<file path="src/rtl/reg_bank_writer.sv">
// Write side of the register bank: a small write buffer in front of eight registers R0..R7.
// Optional R7 program-counter auto-increment is enabled by defining PC_AUTOINC_EN.
module reg_bank_writer #(
   parameter int WIDTH = 16,
   parameter int DEPTH = 2
) (
   input  logic             clk_i,
   input  logic             reset_i,
   input  logic [WIDTH-1:0] bus_in_i,
   input  logic [2:0]       dest_i,
   input  logic             wr_valid_i,
   output logic             wr_ready_o,
   input  logic             hold_i,
   input  logic             incr_i,
   output logic [3:0]       pending_o,
   output logic [WIDTH-1:0] r0_o,
   output logic [WIDTH-1:0] r1_o,
   output logic [WIDTH-1:0] r2_o,
   output logic [WIDTH-1:0] r3_o,
   output logic [WIDTH-1:0] r4_o,
   output logic [WIDTH-1:0] r5_o,
   output logic [WIDTH-1:0] r6_o,
   output logic [WIDTH-1:0] r7_o
);

   localparam int         PW      = (DEPTH > 1) ? $clog2(DEPTH) : 1;
   localparam logic [3:0] DEPTH_C = 4'(DEPTH);

   typedef struct packed {
      logic [2:0]       dest;
      logic [WIDTH-1:0] data;
   } wr_entry_t;

   wr_entry_t        buf_q  [DEPTH];
   wr_entry_t        buf_d  [DEPTH];
   logic [PW-1:0]    wr_ptr_q, wr_ptr_d;
   logic [PW-1:0]    rd_ptr_q, rd_ptr_d;
   logic [3:0]       cnt_q, cnt_d;
   logic [WIDTH-1:0] regs_q [8];
   logic [WIDTH-1:0] regs_d [8];

   logic      accept;
   logic      commit;
   wr_entry_t head;

   // Ready is a function of state and reset only, so a full buffer never passes through.
   assign wr_ready_o = !reset_i && (cnt_q < DEPTH_C);
   assign accept     = wr_valid_i && wr_ready_o;
   assign commit     = (cnt_q != 4'd0) && !hold_i;
   assign head       = buf_q[rd_ptr_q];

   always_comb begin
      buf_d    = buf_q;
      wr_ptr_d = wr_ptr_q;
      rd_ptr_d = rd_ptr_q;
      cnt_d    = cnt_q;
      regs_d   = regs_q;

`ifdef PC_AUTOINC_EN
      // A commit to R7 on the same edge overrides the increment.
      if (incr_i)
         regs_d[7] = regs_q[7] + WIDTH'(1);
`endif

      if (commit) begin
         regs_d[head.dest] = head.data;
         rd_ptr_d          = (rd_ptr_q == PW'(DEPTH - 1)) ? '0 : rd_ptr_q + PW'(1);
      end

      if (accept) begin
         buf_d[wr_ptr_q] = '{dest: dest_i, data: bus_in_i};
         wr_ptr_d        = (wr_ptr_q == PW'(DEPTH - 1)) ? '0 : wr_ptr_q + PW'(1);
      end

      case ({accept, commit})
         2'b10:   cnt_d = cnt_q + 4'd1;
         2'b01:   cnt_d = cnt_q - 4'd1;
         default: cnt_d = cnt_q;
      endcase
   end

   always_ff @(posedge clk_i) begin
      if (reset_i) begin
         wr_ptr_q <= '0;
         rd_ptr_q <= '0;
         cnt_q    <= '0;
         for (int i = 0; i < 8; i++)
            regs_q[i] <= '0;
         for (int i = 0; i < DEPTH; i++)
            buf_q[i] <= '0;
      end else begin
         wr_ptr_q <= wr_ptr_d;
         rd_ptr_q <= rd_ptr_d;
         cnt_q    <= cnt_d;
         regs_q   <= regs_d;
         buf_q    <= buf_d;
      end
   end

`ifndef PC_AUTOINC_EN
   logic unused_incr;
   assign unused_incr = incr_i;
`endif

   assign pending_o = cnt_q;
   assign r0_o      = regs_q[0];
   assign r1_o      = regs_q[1];
   assign r2_o      = regs_q[2];
   assign r3_o      = regs_q[3];
   assign r4_o      = regs_q[4];
   assign r5_o      = regs_q[5];
   assign r6_o      = regs_q[6];
   assign r7_o      = regs_q[7];

endmodule

</file>
<file path="config.mk">
export PLATFORM = sky130hd
export DESIGN_NAME = reg_bank_writer
export DESIGN_NICKNAME = d
export VERILOG_FILES = /design/src/rtl/reg_bank_writer.sv
export SDC_FILE = /design/constraint.sdc
export NUM_CORES = 1
export LEC_CHECK = 0
export CAP_MARGIN = 20
export CORE_MARGIN = 2
export CORE_UTILIZATION = 40
export DETAILED_ROUTE_END_ITERATION = 6
export GPL_TIMING_DRIVEN = 1
export PLACE_DENSITY = 0.8
export SLEW_MARGIN = 0
export SYNTH_ARGS = -nofsm -noshare
export SYNTH_HDL_FRONTEND = slang
export SYNTH_SLANG_ARGS = --single-unit
</file>
<file path="constraint.sdc">
create_clock -name clk_i -period 2.2 [get_ports clk_i]
set_input_delay 0.44 -clock clk_i [delete_from_list [all_inputs] [get_ports clk_i]]
set_output_delay 0.44 -clock clk_i [all_outputs]
set_load 0.005 [all_outputs]
</file>
### Word level (Yosys, flattened, before mapping)

Cells that the tools add are included.

| word-level totals | value |
|---|---|
| output and inout bits | 133 |
| word-level logic and storage cells | 51 |
| RAM bits | 0 |
| input bits | 24 |
| register bits | 172 |
| memories | 0 |
| latch bits | 0 |
| memory bits (read-only) | 0 |

| operators by class | value |
|---|---|
| shift-type cells | 0 |
| order comparisons | 6 |
| div/mod/pow operators | 0 |
| reductions and logical operators | 9 |
| multiply operators | 0 |
| equal/unequal tests | 2 |
| add/subtract/negate cells | 4 |
| bitwise logic cells | 3 |
| muxes and demuxes | 12 |

Operators with widths:

| kind | number |
|---|---|
| 128-bit bitwise mux | 1 |
| 19-bit 2-to-1 mux | 4 |
| 16-bit demux with 3-bit select | 1 |
| 38-bit bitwise mux | 1 |
| 19-bit demux with 1-bit select | 1 |
| 16-bit 2-to-1 mux | 1 |
| 4-bit one-hot mux with 2 select lines | 1 |
| 1-bit logical AND | 5 |
| 4-bit by 1-bit adder with 4-bit output (second input constant) | 1 |
| 2-bit >= comparator (second input constant) | 2 |
| 4-bit >= comparator (second input constant) | 1 |
| 4-bit by 1-bit less-than comparator with 1-bit output (second input constant) | 1 |
| 4-bit by 2-bit less-than comparator with 1-bit output (second input constant) | 1 |
| 1-bit NOT with 2-bit output | 2 |
| 3-bit NOT with 4-bit output | 1 |
| 4-bit nonzero test | 1 |
| 4-bit by 1-bit subtractor with 4-bit output (second input constant) | 1 |
| 1-bit adder (second input constant) | 2 |
| 2-bit by 1-bit == test with 1-bit output (second input constant) | 1 |
| 2-bit == test (second input constant) | 1 |
| 1-bit logical NOT | 2 |
| 2-bit by 1-bit less-than comparator with 1-bit output (second input constant) | 1 |
| 1-bit 2-to-1 mux | 2 |
| 2-bit nonzero test | 1 |

### Longest topological paths before layout

| logic depth | value |
|---|---|
| word-level depth | 10 |
| mapped depth | 9 |
| gate-level depth less buffers | 9 |

### Worst setup path before layout

Ideal clock, no wire load.

| path | value |
|---|---|
| path kind | reg-to-reg |
| start point | reg cnt_q[3] (netlist: pending_o[3]) |
| end point | reg cnt_q[3] (netlist: pending_o[3]) |
| path buffers | 0 |
| data required time | 2130 ps |
| period minus slack after synthesis | 2348 ps |
| path slack | -148 ps |
| arrival time | 2279 ps |
| library setup time | 70 ps |
| cell stages (with the launch flop) | 9 |
| path through | dfxtp_1 > nor4_2 > nand2_1 > ha_1 > ha_1 > a21oi_1 > a21oi_1 > or4_1 > a21oi_1 |

| between the ends | value |
|---|---|
| cells in the longest elaborated chain, start to end | 5 |
| elaborated cells between the ends (all ways) | 11 |
| those cells by class | 2 x add/sub; 1 x order compare; 2 x eq/ne; 1 x mux; 5 x reduce/logical |

Ends and longest elaborated chain:

| item | RTL line | source |
|---|---|---|
| from (decl) | 38 | `logic [3:0] cnt_q, cnt_d;` |
| from (signal assigned) | 94 | `cnt_q <= cnt_d;` |
| 4-bit by 2-bit less-than comparator with 1-bit output (*) | 47 | `assign wr_ready_o = !reset_i && (cnt_q < DEPTH_C);` |
| 1-bit logical AND (*) | 47 |  |
| net wr_ready_o | 12 | `output logic wr_ready_o,` |
| 1-bit logical AND (*) | 48 | `assign accept = wr_valid_i && wr_ready_o;` |
| 2-bit by 1-bit == test with 1-bit output / 2-bit == test (equally long branches) | 75 | `case ({accept, commit})` |
| 4-bit one-hot mux with 2 select lines / 2-bit nonzero test (equally long branches) | -- |  |

The timed path passes the listed nets; every way through them passes the cells marked *.
A chain may end at the register's enable or synchronous reset.

### Final worst setup path

| path | value |
|---|---|
| start point | reg cnt_q[1] (netlist: pending_o[1]) |
| end point | reg cnt_q[3] (netlist: pending_o[3]) |

| between the ends | value |
|---|---|
| cells in the longest elaborated chain, start to end | 5 |
| elaborated cells between the ends (all ways) | 11 |
| those cells by class | 2 x add/sub; 1 x order compare; 2 x eq/ne; 1 x mux; 5 x reduce/logical |

Ends and longest elaborated chain:

| item | RTL line |
|---|---|
| 4-bit by 2-bit less-than comparator with 1-bit output | 47 |
| 1-bit logical AND | 47 |
| 1-bit logical AND | 48 |
| 2-bit by 1-bit == test with 1-bit output / 2-bit == test (equally long branches) | 75 |
| 4-bit one-hot mux with 2 select lines / 2-bit nonzero test (equally long branches) | -- |

Parallel ways exist; a longest one is shown, timed or not.

==> qor.csv <==
stage,metric,value,unit
power,p_comb_frac,0.234,
route,dr_wl_met3,753,um
logic_synthesis,synth_commonest_cells,"172 x dfxtp_1, 164 x mux2i_1, 128 x nand2b_1",
setup_path,slowest_delay,0.48,ns
power,p_sw_frac,0.271,
route,wire_per_inst,15.6,um
route,drc,0,
placement,place_ws,-0.223,ns
cts,cts-hold-fix-buffers,0,
cts,cts_tree,built,
logic_synthesis,ys_warn_count,0,
sta,hold_ws,0.454,ns
floorplanning,die-width,137,um
route,drtPass1Iterations,4,
route,routed_wl,16600,um
sta,hold_viol,0,
floorplanning,pin_count,157,
setup_path,worst_path_max_delay_cell,or4_1,
floorplanning,initial_utilization,0.410,
setup_path,critPathMaxFanout,3,
sta,worstMarginPinSlew,0.779,ns
setup_path,crit_path_end_kind,flip-flop,
logic_synthesis,syn-num-nets,694,
sta,layout_setup_ws,0.0283,ns
route,vias,5077,
flow_run,drv_cap,0,
setup_path,crit_top_cell,a21oi_1,
route,avgViaCountPerCell,4.78,
route,top_layer,met4,
floorplanning,core_area,17400,um2
sta,relSlewSlack,0.480,
cts,clock_sinks,172,
logic_synthesis,yosysMostFrequentCell,dfxtp_1,
placement,port_buffers,155,
sta,setup-tns-final,0,ns
setup_path,worstPathCellList,nor4_4 > nand2_1 > ha_2 > ha_4 > a21oi_2 > a21oi_1 > or4_1 > a21oi_1,
outcome,outcome,completed,
setup_path,cp_top_family,simple AND/OR/NAND/NOR gates,
worst_hold_path,hold_start,buf_q[3]$_SDFFE_PP0P_,
logic_synthesis,ys_seq_area_frac,0.484,
route,postRouteAntennaNets,0,
power,p_total,8540,uW
sta,drv_slew,0,
setup_path,cp_num_buf_inv,0,
sta,fmax,460,MHz
logic_synthesis,synth_seq_cells,172,
setup_path,reg2reg_from,pending_o[1]$_SDFFE_PP0P_,
setup_path,start_kind,flip-flop,
sta,fin_crit,2.17,ns
finish,drive_gt1_frac,0.124,
logic_synthesis,synth-edff-count,0,
cts,cts-root-buf,clkbuf_16,
logic_synthesis,syn-instance-count,666,
route,first_iter_violations,202,
setup_path,crit_required,2.55,ns
setup_path,crit_start,pending_o[1]$_SDFFE_PP0P_,
floorplanning,fp-row-count,48,
finish,areaGrowthSynthToFinish,37.3,%
placement,post-dp-hpwl,11500,um
sta,skew,0.00871,ns
power,peakVddDrop,0.842,mV
logic_synthesis,synth_ff_type,dfxtp_1,
power,p_sw,2310,uW
finish,final.fill_count,1516,
sta,finalSetupViolations,0,
cts,cts.path.max_buffers,2,
logic_synthesis,syn_area,7110,um2
logic_synthesis,ys_types,35,
power,internal-power,6230,uW
finish,num_antenna_cells,0,
sta,post-route-period-util,0.987,
logic_synthesis,synth.avg_cell_area,10.7,um2
logic_synthesis,synth_top_area_frac,0.484,
cts,cts_inserted_buffers,17,
global_routing,gr-usage-all-layers,0.183,
placement,gp_congestion,0.759,
floorplanning,dieArea,18900,um2
logic_synthesis,async_reset_ff_frac,0,
global_routing,grt_pass1_vias,4983,
worst_hold_path,min_path_type,reg2reg,
setup_path,path_class,reg2reg,
global_routing,grt_pass1_wl,26400,um
route,wl_met2,7800,um
sta,rsz0062_at_grt,true,
cts,cts_max_level,4,
power,p_clk_frac,0.372,
logic_synthesis,ys_top_cells_by_area,"dfxtp_1 48%, mux2i_1 23%, nand2b_1 11%, nor2_8 2.3%, nand2_1 2.2%",
global_routing,antenna_found_initial,0,
global_routing,grt-ovfl-total,0,
power,p_leak,0.00349,uW
route,routedLengthMet1,7850,um
cts,clkTransAtPathRegs,0.07,ns
setup_path,crit_arrival,2.52,ns
finish,nNetsFinal,854,
power,seqPwrFrac,0.394,
power,powerDensity,875,nW/um2
global_routing,grt_max_degree,104,
floorplanning,die_h,137,um
logic_synthesis,synth_largest_area_cell,dfxtp_1,
cts,clk_latency,0.42,ns
power groups by stage:
stage | sequential, uW | combinational, uW | clock (uW)
after detailed placement | 3420 | 1980 | 0
after CTS | 3370 | 2020 | 3230
after floorplan | 3430 | 1250 | 0
after global routing | 3380 | 2170 | 3360
after global placement | 3420 | 1950 | 0
final | 3370 | 2000 | 3180
layer usage:
metal / up-vias / track usage
li1: 2516 / -
met1: 2434 / 0.241
met2: 113 / 0.293
met3: 14 / 0.0511
met4: 0 / 0.0550
met5: - / 0
registers in the layout, summed over array words and instances (netlist names):
register,count
r3_o,16
r4_o,16
pending_o,4
rd_ptr_q,1
r7_o,16
wr_ptr_q,1
r1_o,16
r2_o,16
buf_q,38
r5_o,16
r6_o,16
r0_o,16
worst register-to-register path: cells and delay by family, from the launching register on:
kind	cells	cell delay [ns]
AO/OA/AOI/OAI	3	0.35
adder cells (fa/ha/maj)	2	0.48
flip-flops	1	0.36
AND/OR/NAND/NOR	3	0.92
final timing paths:
| kind | end | slack (ns) | cells after the start |
|---|---|---|---|
| max | pending_o[3]$_SDFFE_PP0P_ | 0.03 | 8 |
| min | buf_q[3]$_SDFFE_PP0P_ | 0.45 | 2 |
| max reg2reg | pending_o[3]$_SDFFE_PP0P_ | 0.03 | 8 |
| min reg2reg | buf_q[3]$_SDFFE_PP0P_ | 0.45 | 2 |
stage by stage:
stage,cells,util,area (um2)
CTS,1063,0.563,9770
global placement,1030,0.525,9120
floorplan,666,-,7140
detailed placement,1030,0.525,9120
finish,1063,0.563,9770
global route,1063,0.563,9770
cell usage in the layout (no fill, tap or decap), types with 2 or more instances in the layout:
master / synthesis / routed
inv_1: 5 / 5
nand3_1: 2 / 2
clkdlybuf4s50_1: 0 / 153
clkbuf_8: 0 / 2
nand2_1: 41 / 41
bufinv_16: 0 / 4
and3_1: 2 / 2
buf_4: 2 / 27
clkinv_4: 0 / 2
nor2_8: 8 / 8
clkinvlp_4: 0 / 3
buf_12: 3 / 15
xor2_1: 2 / 2
nand2b_1: 128 / 128
or2_2: 16 / 16
nor2_1: 28 / 28
clkbuf_1: 19 / 2
a21oi_1: 25 / 24
dfxtp_1: 172 / 171
clkbuf_16: 0 / 17
a21oi_2: 1 / 2
mux2i_1: 164 / 164
area by class of cell:
class	count	area [um2]	area share
repair buffers	196	2040	0.209
well taps	225	282	0.0288
clock buffers	21	460	0.0471
clock inverters	10	165	0.0169
multi-input cells	434	3350	0.343
flip-flops and latches	172	3450	0.353
inverters	5	18.8	0.00192
kinds of logic after synthesis:
| group | after synthesis | synth area share |
|---|---|---|
| muxes | 164 | 0.231 |
| AOI/OAI and AO/OA | 30 | 0.0266 |
| xor gates and xnor gates | 3 | 0.00369 |
| adders and majority gates | 4 | 0.00809 |
| DFF | 172 | 0.484 |
| and+or+nand+nor | 233 | 0.198 |
| buffers and inverters | 60 | 0.0493 |
repair_timing:
action,4_1_cts,5_1_grt
resized for setup,4,0
endpoints found under the setup margin,2,1
pin swaps,2,0
hold endpoints to repair,0,0
setup buffers,2,0
(Power assumes the default switching activity.)
